--- src/rtl/bldc_deadtime_if.sv ---
// Gate-drive conditioning bus: run/phase commands in, complementary gate drives and status out.
interface bldc_deadtime_if;
  logic enable;
  logic u_in;
  logic v_in;
  logic w_in;
  logic fault;
  logic clear;
  logic u_hi;
  logic u_lo;
  logic v_hi;
  logic v_lo;
  logic w_hi;
  logic w_lo;
  logic fault_latched;
  logic active;

  modport master (
    output enable, u_in, v_in, w_in, fault, clear,
    input  u_hi, u_lo, v_hi, v_lo, w_hi, w_lo, fault_latched, active
  );

  modport slave (
    input  enable, u_in, v_in, w_in, fault, clear,
    output u_hi, u_lo, v_hi, v_lo, w_hi, w_lo, fault_latched, active
  );
endinterface

--- src/rtl/bldc_deadtime.sv ---
// Complementary gate driver with per-phase dead time, latched fault shutdown and enable gating.
// High and low switches of a phase are never driven together.
module bldc_deadtime #(
  parameter int DEADTIME = 50,
  parameter int CNT_BITS = 16
) (
  input logic           clk,
  input logic           rst,
  bldc_deadtime_if.slave bus
);

  localparam logic [1:0] ST_OFF  = 2'd0;
  localparam logic [1:0] ST_DEAD = 2'd1;
  localparam logic [1:0] ST_HIGH = 2'd2;
  localparam logic [1:0] ST_LOW  = 2'd3;

  // A zero dead time would never leave DEAD, so it collapses to one cycle.
  localparam logic [CNT_BITS-1:0] DT_LOAD = (DEADTIME == 0) ? CNT_BITS'(1) : CNT_BITS'(DEADTIME);
  localparam logic [CNT_BITS-1:0] CNT_ONE = CNT_BITS'(1);

  logic                enable_r;
  logic [2:0]          in_r;
  logic                fault_r;
  logic                clear_r;
  logic                fault_latched;
  logic                active;
  logic                run;

  logic [1:0]          state     [3];
  logic [1:0]          state_nxt [3];
  logic [CNT_BITS-1:0] cnt       [3];
  logic [CNT_BITS-1:0] cnt_nxt   [3];
  logic [2:0]          target;
  logic [2:0]          target_nxt;
  logic [2:0]          hi;
  logic [2:0]          hi_nxt;
  logic [2:0]          lo;
  logic [2:0]          lo_nxt;

  // NOTE: every register uses <= so all flops sample pre-edge values, independent of statement order.
  always_ff @(posedge clk or posedge rst) begin
    if (rst) begin
      enable_r <= 1'b0;
      in_r     <= 3'b000;
      fault_r  <= 1'b0;
      clear_r  <= 1'b0;
    end else begin
      enable_r <= bus.enable;
      in_r     <= {bus.w_in, bus.v_in, bus.u_in};
      fault_r  <= bus.fault;
      clear_r  <= bus.clear;
    end
  end

  // Set has priority over clear so a persisting fault can never be cleared away.
  always_ff @(posedge clk or posedge rst) begin
    if (rst) begin
      fault_latched <= 1'b0;
    end else if (fault_r) begin
      fault_latched <= 1'b1;
    end else if (clear_r) begin
      fault_latched <= 1'b0;
    end
  end

  assign run = enable_r & ~fault_latched;

  // NOTE: every next-state variable gets a default before the case, so no path leaves one unassigned (no latches).
  always_comb begin
    for (int p = 0; p < 3; p++) begin
      state_nxt[p]  = state[p];
      cnt_nxt[p]    = cnt[p];
      target_nxt[p] = target[p];
      hi_nxt[p]     = 1'b0;
      lo_nxt[p]     = 1'b0;
      if (!run) begin
        state_nxt[p] = ST_OFF;
      end else begin
        case (state[p])
          ST_OFF: begin
            state_nxt[p]  = ST_DEAD;
            target_nxt[p] = in_r[p];
            cnt_nxt[p]    = DT_LOAD;
          end
          ST_DEAD: begin
            if (in_r[p] != target[p]) begin
              target_nxt[p] = in_r[p];
              cnt_nxt[p]    = DT_LOAD;
            end else if (cnt[p] == CNT_ONE) begin
              state_nxt[p] = target[p] ? ST_HIGH : ST_LOW;
              hi_nxt[p]    = target[p];
              lo_nxt[p]    = ~target[p];
            end else begin
              cnt_nxt[p] = cnt[p] - CNT_ONE;
            end
          end
          ST_HIGH: begin
            if (!in_r[p]) begin
              state_nxt[p]  = ST_DEAD;
              target_nxt[p] = 1'b0;
              cnt_nxt[p]    = DT_LOAD;
            end else begin
              hi_nxt[p] = 1'b1;
            end
          end
          ST_LOW: begin
            if (in_r[p]) begin
              state_nxt[p]  = ST_DEAD;
              target_nxt[p] = 1'b1;
              cnt_nxt[p]    = DT_LOAD;
            end else begin
              lo_nxt[p] = 1'b1;
            end
          end
          default: state_nxt[p] = ST_OFF;
        endcase
      end
    end
  end

  // Gate drives are dedicated flops loaded with the transition, never decoded from state.
  always_ff @(posedge clk or posedge rst) begin
    if (rst) begin
      state  <= '{default: ST_OFF};
      cnt    <= '{default: '0};
      target <= 3'b000;
      hi     <= 3'b000;
      lo     <= 3'b000;
      active <= 1'b0;
    end else begin
      state  <= state_nxt;
      cnt    <= cnt_nxt;
      target <= target_nxt;
      hi     <= hi_nxt;
      lo     <= lo_nxt;
      active <= |(hi_nxt | lo_nxt);
    end
  end

  assign bus.u_hi          = hi[0];
  assign bus.u_lo          = lo[0];
  assign bus.v_hi          = hi[1];
  assign bus.v_lo          = lo[1];
  assign bus.w_hi          = hi[2];
  assign bus.w_lo          = lo[2];
  assign bus.fault_latched = fault_latched;
  assign bus.active        = active;

endmodule

--- src/flat_wrapper.sv ---
// flat-port wrapper written by rule: the top's interface ports become plain ports
module bldc_deadtime_flat 
#(
  parameter int DEADTIME = 50,
  parameter int CNT_BITS = 16
)
  (clk, rst, bus_enable, bus_u_in, bus_v_in, bus_w_in, bus_fault, bus_clear, bus_u_hi, bus_u_lo, bus_v_hi, bus_v_lo, bus_w_hi, bus_w_lo, bus_fault_latched, bus_active);
  bldc_deadtime_if bus_i ();
  input logic clk;
  input logic rst;
  input wire logic [$bits(bus_i.enable)-1:0] bus_enable;
  input wire logic [$bits(bus_i.u_in)-1:0] bus_u_in;
  input wire logic [$bits(bus_i.v_in)-1:0] bus_v_in;
  input wire logic [$bits(bus_i.w_in)-1:0] bus_w_in;
  input wire logic [$bits(bus_i.fault)-1:0] bus_fault;
  input wire logic [$bits(bus_i.clear)-1:0] bus_clear;
  output wire logic [$bits(bus_i.u_hi)-1:0] bus_u_hi;
  output wire logic [$bits(bus_i.u_lo)-1:0] bus_u_lo;
  output wire logic [$bits(bus_i.v_hi)-1:0] bus_v_hi;
  output wire logic [$bits(bus_i.v_lo)-1:0] bus_v_lo;
  output wire logic [$bits(bus_i.w_hi)-1:0] bus_w_hi;
  output wire logic [$bits(bus_i.w_lo)-1:0] bus_w_lo;
  output wire logic [$bits(bus_i.fault_latched)-1:0] bus_fault_latched;
  output wire logic [$bits(bus_i.active)-1:0] bus_active;
  assign bus_i.enable = bus_enable;
  assign bus_i.u_in = bus_u_in;
  assign bus_i.v_in = bus_v_in;
  assign bus_i.w_in = bus_w_in;
  assign bus_i.fault = bus_fault;
  assign bus_i.clear = bus_clear;
  assign bus_u_hi = bus_i.u_hi;
  assign bus_u_lo = bus_i.u_lo;
  assign bus_v_hi = bus_i.v_hi;
  assign bus_v_lo = bus_i.v_lo;
  assign bus_w_hi = bus_i.w_hi;
  assign bus_w_lo = bus_i.w_lo;
  assign bus_fault_latched = bus_i.fault_latched;
  assign bus_active = bus_i.active;
  bldc_deadtime #(.DEADTIME(DEADTIME), .CNT_BITS(CNT_BITS)) u_core (.clk(clk), .rst(rst), .bus(bus_i));
endmodule
--- config.mk ---
export PLATFORM = sky130hd
export DESIGN_NAME = bldc_deadtime_flat
export DESIGN_NICKNAME = d
export VERILOG_FILES = /design/src/rtl/bldc_deadtime_if.sv /design/src/rtl/bldc_deadtime.sv /design/src/flat_wrapper.sv
export SDC_FILE = /design/constraint.sdc
export NUM_CORES = 1
export LEC_CHECK = 0
export ABC_AREA = 1
export BUFFER_PORTS_ARGS = -buffer_cell sky130_fd_sc_hd__buf_4
export CORE_UTILIZATION = 30
export CTS_CLUSTER_SIZE = 30
export DETAILED_ROUTE_END_ITERATION = 12
export PLACE_DENSITY_LB_ADDON = 0.1
export RECOVER_POWER = 50
export SYNTH_ARGS = -nofsm -noshare
export SYNTH_HDL_FRONTEND = slang
export SYNTH_SLANG_ARGS = --single-unit
--- constraint.sdc ---
create_clock -name clk -period 2.8 [get_ports clk]
set_input_delay 0.42 -clock clk [delete_from_list [all_inputs] [get_ports clk]]
set_output_delay 0.42 -clock clk [all_outputs]
set_load 0.05 [all_outputs]
* Word-level counts from Yosys, hierarchy flattened
Index checks and enable logic that the tools add are counted.
Storage, ports and cells: flip-flop bits (word level) 71, bits in latches 0, memory bits (writable) 0, memory bits (read-only) 0, input bits 8, output and inout port bits 8, word-level logic and storage cells 159, memories 0
Operators by class: add/sub/neg operators 3, $mul 0, divide/modulo/power cells 0, order comparisons 0, equal/unequal tests 39, shift-type cells 0, multiplexer cells 80, bitwise operators 6, reductions and logical operators 14
Operators by type and width (number):
- $mux W16 | 12
- $pmux W16 S4 | 3
- $eq A16 B1 Y1 const B | 3
- $sub A16 B1 Y16 const B | 3
- $mux W1 | 38
- $reduce_and A4 Y1 | 9
- $mux W2 | 15
- $ne A3 B3 Y1 const B | 9
- $pmux W2 S4 | 3
- $ne A3 B2 Y1 const B | 6
- $eq A2 B2 Y1 const B | 6
- $ne A2 B1 Y1 const B | 6
- $pmux W1 S2 | 6
- $pmux W1 S4 | 3
- $eq A2 B1 Y1 const B | 3
- $logic_not A2 Y1 | 3
- $ne A2 B2 Y1 const B | 3
- $not A1 Y1 | 4
- $ne A1 B1 Y1 | 3
- $or A3 B3 Y3 | 1
- $reduce_or A3 Y1 | 1
- $reduce_bool A2 Y1 | 1
- $and A1 B1 Y1 | 1

* Longest topological paths before layout
word-level depth 7, gate-level depth with buffers 13

* Worst setup path after synthesis
No wires, ideal clock.
path kind register to register, start register u_core.fault_latched, in the netlist u_core.bus.fault_latched, end register u_core.cnt[22] (netlist name), library setup time 0.117 ns, arrival time 1.577 ns, setup slack 1.106 ns, stages on the path, launching flop included 10, buffers on the path 1, cells stage by stage dfrtp_1 -> inv_1 -> nand2_4 -> inv_1 -> nand3_2 -> nor2_4 -> inv_4 -> buf_6 -> nand2_1 -> nand2_1
On the way: word-level cells in the longest chain between the ends 3
Ends and longest elaborated chain:
- start, declared | line bldc_deadtime.sv:25 | logic fault_latched;
- start signal, assigned | line bldc_deadtime.sv:58 | fault_latched <= 1'b0;
- start signal, assigned | line bldc_deadtime.sv:60 | fault_latched <= 1'b1;
- start signal, assigned | line bldc_deadtime.sv:62 | fault_latched <= 1'b0;
- $not A1 Y1 | line bldc_deadtime.sv:66 | assign run = enable_r & ~fault_latched;
- $and A1 B1 Y1 | line bldc_deadtime.sv:66
- $reduce_and A4 Y1 (no line)
- end signal, assigned | line bldc_deadtime.sv:132 | cnt <= cnt_nxt;
- end, declared | line bldc_deadtime.sv:31 | logic [CNT_BITS-1:0] cnt [3];
No other way between the ends. A chain may end at the register's enable or synchronous reset.

* Worst setup path after layout
start register u_core.state[5] (netlist name), end register u_core.cnt[36] (netlist name)
On the way: word-level cells in the longest chain between the ends 3, elaborated cells on any way between the ends 9, classes of those cells eq/ne (6); mux (1); reduce/logical (2)
Ends and longest elaborated chain:
- start, declared | line bldc_deadtime.sv:29 | logic [1:0] state [3];
- start signal, assigned | line bldc_deadtime.sv:131 | state <= state_nxt;
- $eq A2 B1 Y1 / $eq A2 B2 Y1 (equally long branches) | line bldc_deadtime.sv:79 | case (state[p])
- $ne A3 B2 Y1 (no line), or another cell as far along
- $reduce_and A4 Y1 (no line)
Several ways; a longest one is shown, not always the timed one.

==> results.sh <==
export IMPL_syn_nets=609
export IMPL_postCtsHoldBufs=0
export IMPL_n_antenna_cell=0
export IMPL_clkLatencyLatePin_ps=340
export IMPL_min_period_ps=1960
export IMPL_ctsLongestPathBuffers=2
export IMPL_grt_pass1_vias=3530
export IMPL_vias=3566
export IMPL_core_um2=14000
export IMPL_grt_first_pass_wirelength_um=17200
export IMPL_layout_commonest_cell="nand2_1"
export IMPL_crit_fanout=15
export IMPL_root_buffer="clkbuf_16"
export IMPL_maxSlewHeadroom=0.231
export IMPL_dp_cells=776
export IMPL_detailed_place_hpwl_um=7440
export IMPL_viasPerCell=4.50
export IMPL_p_per_area_nw_per_um2=521
export IMPL_ir_drop_mv=0.431
export IMPL_htree_levels=3
export IMPL_detail_route_antenna_nets=0
export IMPL_netlist_area_um2=4380
export IMPL_post_drt_wl_per_cell_um=12.5
export IMPL_p_leak_nw=2.47
export IMPL_synthToLayoutAreaGrowth_pct=13.6
export IMPL_slew_viol_final=0
export IMPL_cts_sinks=71
export IMPL_layout_drive_gt1_share=0.114
export IMPL_place_congestion=0.813
export IMPL_stdcell_count=792
export IMPL_first_iter_violations=271
export IMPL_ys_seq_area_frac=0.405
export IMPL_worstMarginPinSlew_ps=1150
export IMPL_grt_setup_unrepaired="no"
export IMPL_tns_ps=0
export IMPL_crit_path_start_kind="flop"
export IMPL_numCtsBuffers=9
export IMPL_fp_dieH_um=123
export IMPL_dpl_cell_area_um2=4690
export IMPL_ys_ff_latch=71
export IMPL_postLayoutCellArea_um2=4980
export IMPL_synth_area_top_cells="dfrtp_1 (41%), nand2_1 (14%), nor2_1 (8.9%), inv_1 (5.6%), nand3_1 (4.3%)"
export IMPL_synth_cell_type_count=34
export IMPL_drc_errors=0
export IMPL_cts_setup_buffers=0
export IMPL_avgSynthCellArea_um2=7.48
export IMPL_status="finished clean"
export IMPL_rows=43
export IMPL_port_buffer_count=15
export IMPL_grt_max_degree=45
export IMPL_overflow=0
export IMPL_die_w_um=123
export IMPL_drtPass1Iterations=4
export IMPL_yosysTopAreaCellShare=0.405
export IMPL_cts_resized=0
export IMPL_start_util=0.312
export IMPL_nets=630
export IMPL_fmax_mhz=509
export IMPL_clk_pin_slew_worst_paths_ps=60
export IMPL_fin_crit_sh=0.701
export IMPL_synth_warnings=0
export IMPL_finalHoldViolations=0
export IMPL_hold_path_class="input port to flop"
export IMPL_netlist_top_cell_by_area="dfrtp_1"
export IMPL_syn_inst=586
export IMPL_fp_dieArea_um2=15100
export IMPL_antenna_found_initial=0
export IMPL_finalSetupViolations=0
export IMPL_critPathRequiredTime_ps=3020
export IMPL_skew_ps=8.27
export IMPL_drt_total_wl_um=9940
export IMPL_grt_usage=0.149
export IMPL_final_cell_mix="nand2_1 (158), nor2_1 (104), dfrtp_1 (71), inv_1 (65), nand3_1 (38)"
export IMPL_criticalPathCategory="flop to flop"
export IMPL_worst_ep_arrival_time_ps=2190
export IMPL_cap_violations=0
export IMPL_cts_tree="done"
export IMPL_io_pins=16
export IMPL_cp_end_kind="flop"
## state kept, by name (all words and copies together), names as in the netlist, 3 cells and up
name and count:
u_core.target 3, u_core.lo 3, u_core.state 6, u_core.in_r 3
u_core.cnt 48, u_core.hi 3
## critical path, cell delays in order, from the launching register on
cell and delay (ps):
dfrtp_1 420, inv_1 70, ha_1 260, inv_1 180, nor2_8 70, nand3_2 90
nand2_2 160, inv_2 260, nand2_1 110, o21ai_0 150, nand3_1 80
## power by group
part / switching (W) / internal [W] / total, W
registers: 0.0000456 / 0.00107 / 0.00111
logic: 0.000228 / 0.0000983 / 0.000326
clock network: 0.000441 / 0.000710 / 0.00115
total: 0.000715 / 0.00188 / 0.00259
## cell type report
type / instances / area [um2]
inverter: 73 / 282
clock inverter: 4 / 45.0
multi-input combinational: 436 / 2270
tap: 180 / 225
timing repair buffer: 16 / 129
sequential: 71 / 1780
fill: 1458 / 9060
clock buffer: 12 / 246
## metal layers
| layer | routed length [um] | global-route usage | vias up |
|---|---|---|---|
| met3 | 345 | 0.0346 | 12 |
| met1 | 5010 | 0.197 | 1626 |
| met2 | 4390 | 0.231 | 43 |
| li1 | - | - | 1885 |
| met4 | 190 | 0.0625 | 0 |
| met5 | 0 | 0 | - |
## cells in the mapped netlist, drive strengths merged
library cell	number
dfrtp	71
o211ai	2
nor2	118
nor3	9
inv	73
a31oi	3
xor2	16
a21oi	11
o21ai	26
o31ai	2
xnor2	6
o21bai	2
nand3b	3
ha	15
nand2	167
nand3	43
nor3b	1
nand4	10
a22oi	1
or2	1
buf	6
## stage by stage
step                      power (W)  setup WS, ps  utilization  hold WS, ps
after detailed placement    0.00146           810        0.334          421
final                       0.00259           836        0.355          203
after CTS                   0.00265           808        0.355          164
after floorplan             0.00138           583            -          408
after global placement      0.00146           868        0.334          429
after global routing        0.00273           590        0.355          190
## worst paths after layout
| check | start | to | slack, ps | cells after the start |
|---|---|---|---|---|
| worst max-delay path | u_core.state[5]$_DFFE_PP0P_ | u_core.cnt[36]$_DFFE_PP0P_ | 840 | 10 |
| worst min-delay path | bus_fault | u_core.fault_r$_DFF_PP0_ | 200 | 1 |
| worst max register to register | u_core.state[5]$_DFFE_PP0P_ | u_core.cnt[36]$_DFFE_PP0P_ | 840 | 10 |
| worst min register to register | u_core.clear_r$_DFF_PP0_ | u_core.bus.fault_latched$_DFFE_PP0P_ | 430 | 1 |
| max in group asynchronous | rst | u_core.lo[1]$_DFF_PP0_ | 1610 | 3 |
| min in group asynchronous | rst | u_core.cnt[36]$_DFFE_PP0P_ | 380 | 2 |
## kinds of logic after synthesis
family,Yosys count,synth area share
AND/OR/NAND/NOR,352,0.370
buffers and inverters,79,0.0759
flip-flops,71,0.405
AO/OA/AOI/OAI,47,0.0622
XOR/XNOR,22,0.0439
adder cells (fa/ha/maj),15,0.0428
Power figures use the tool's default switching activity.
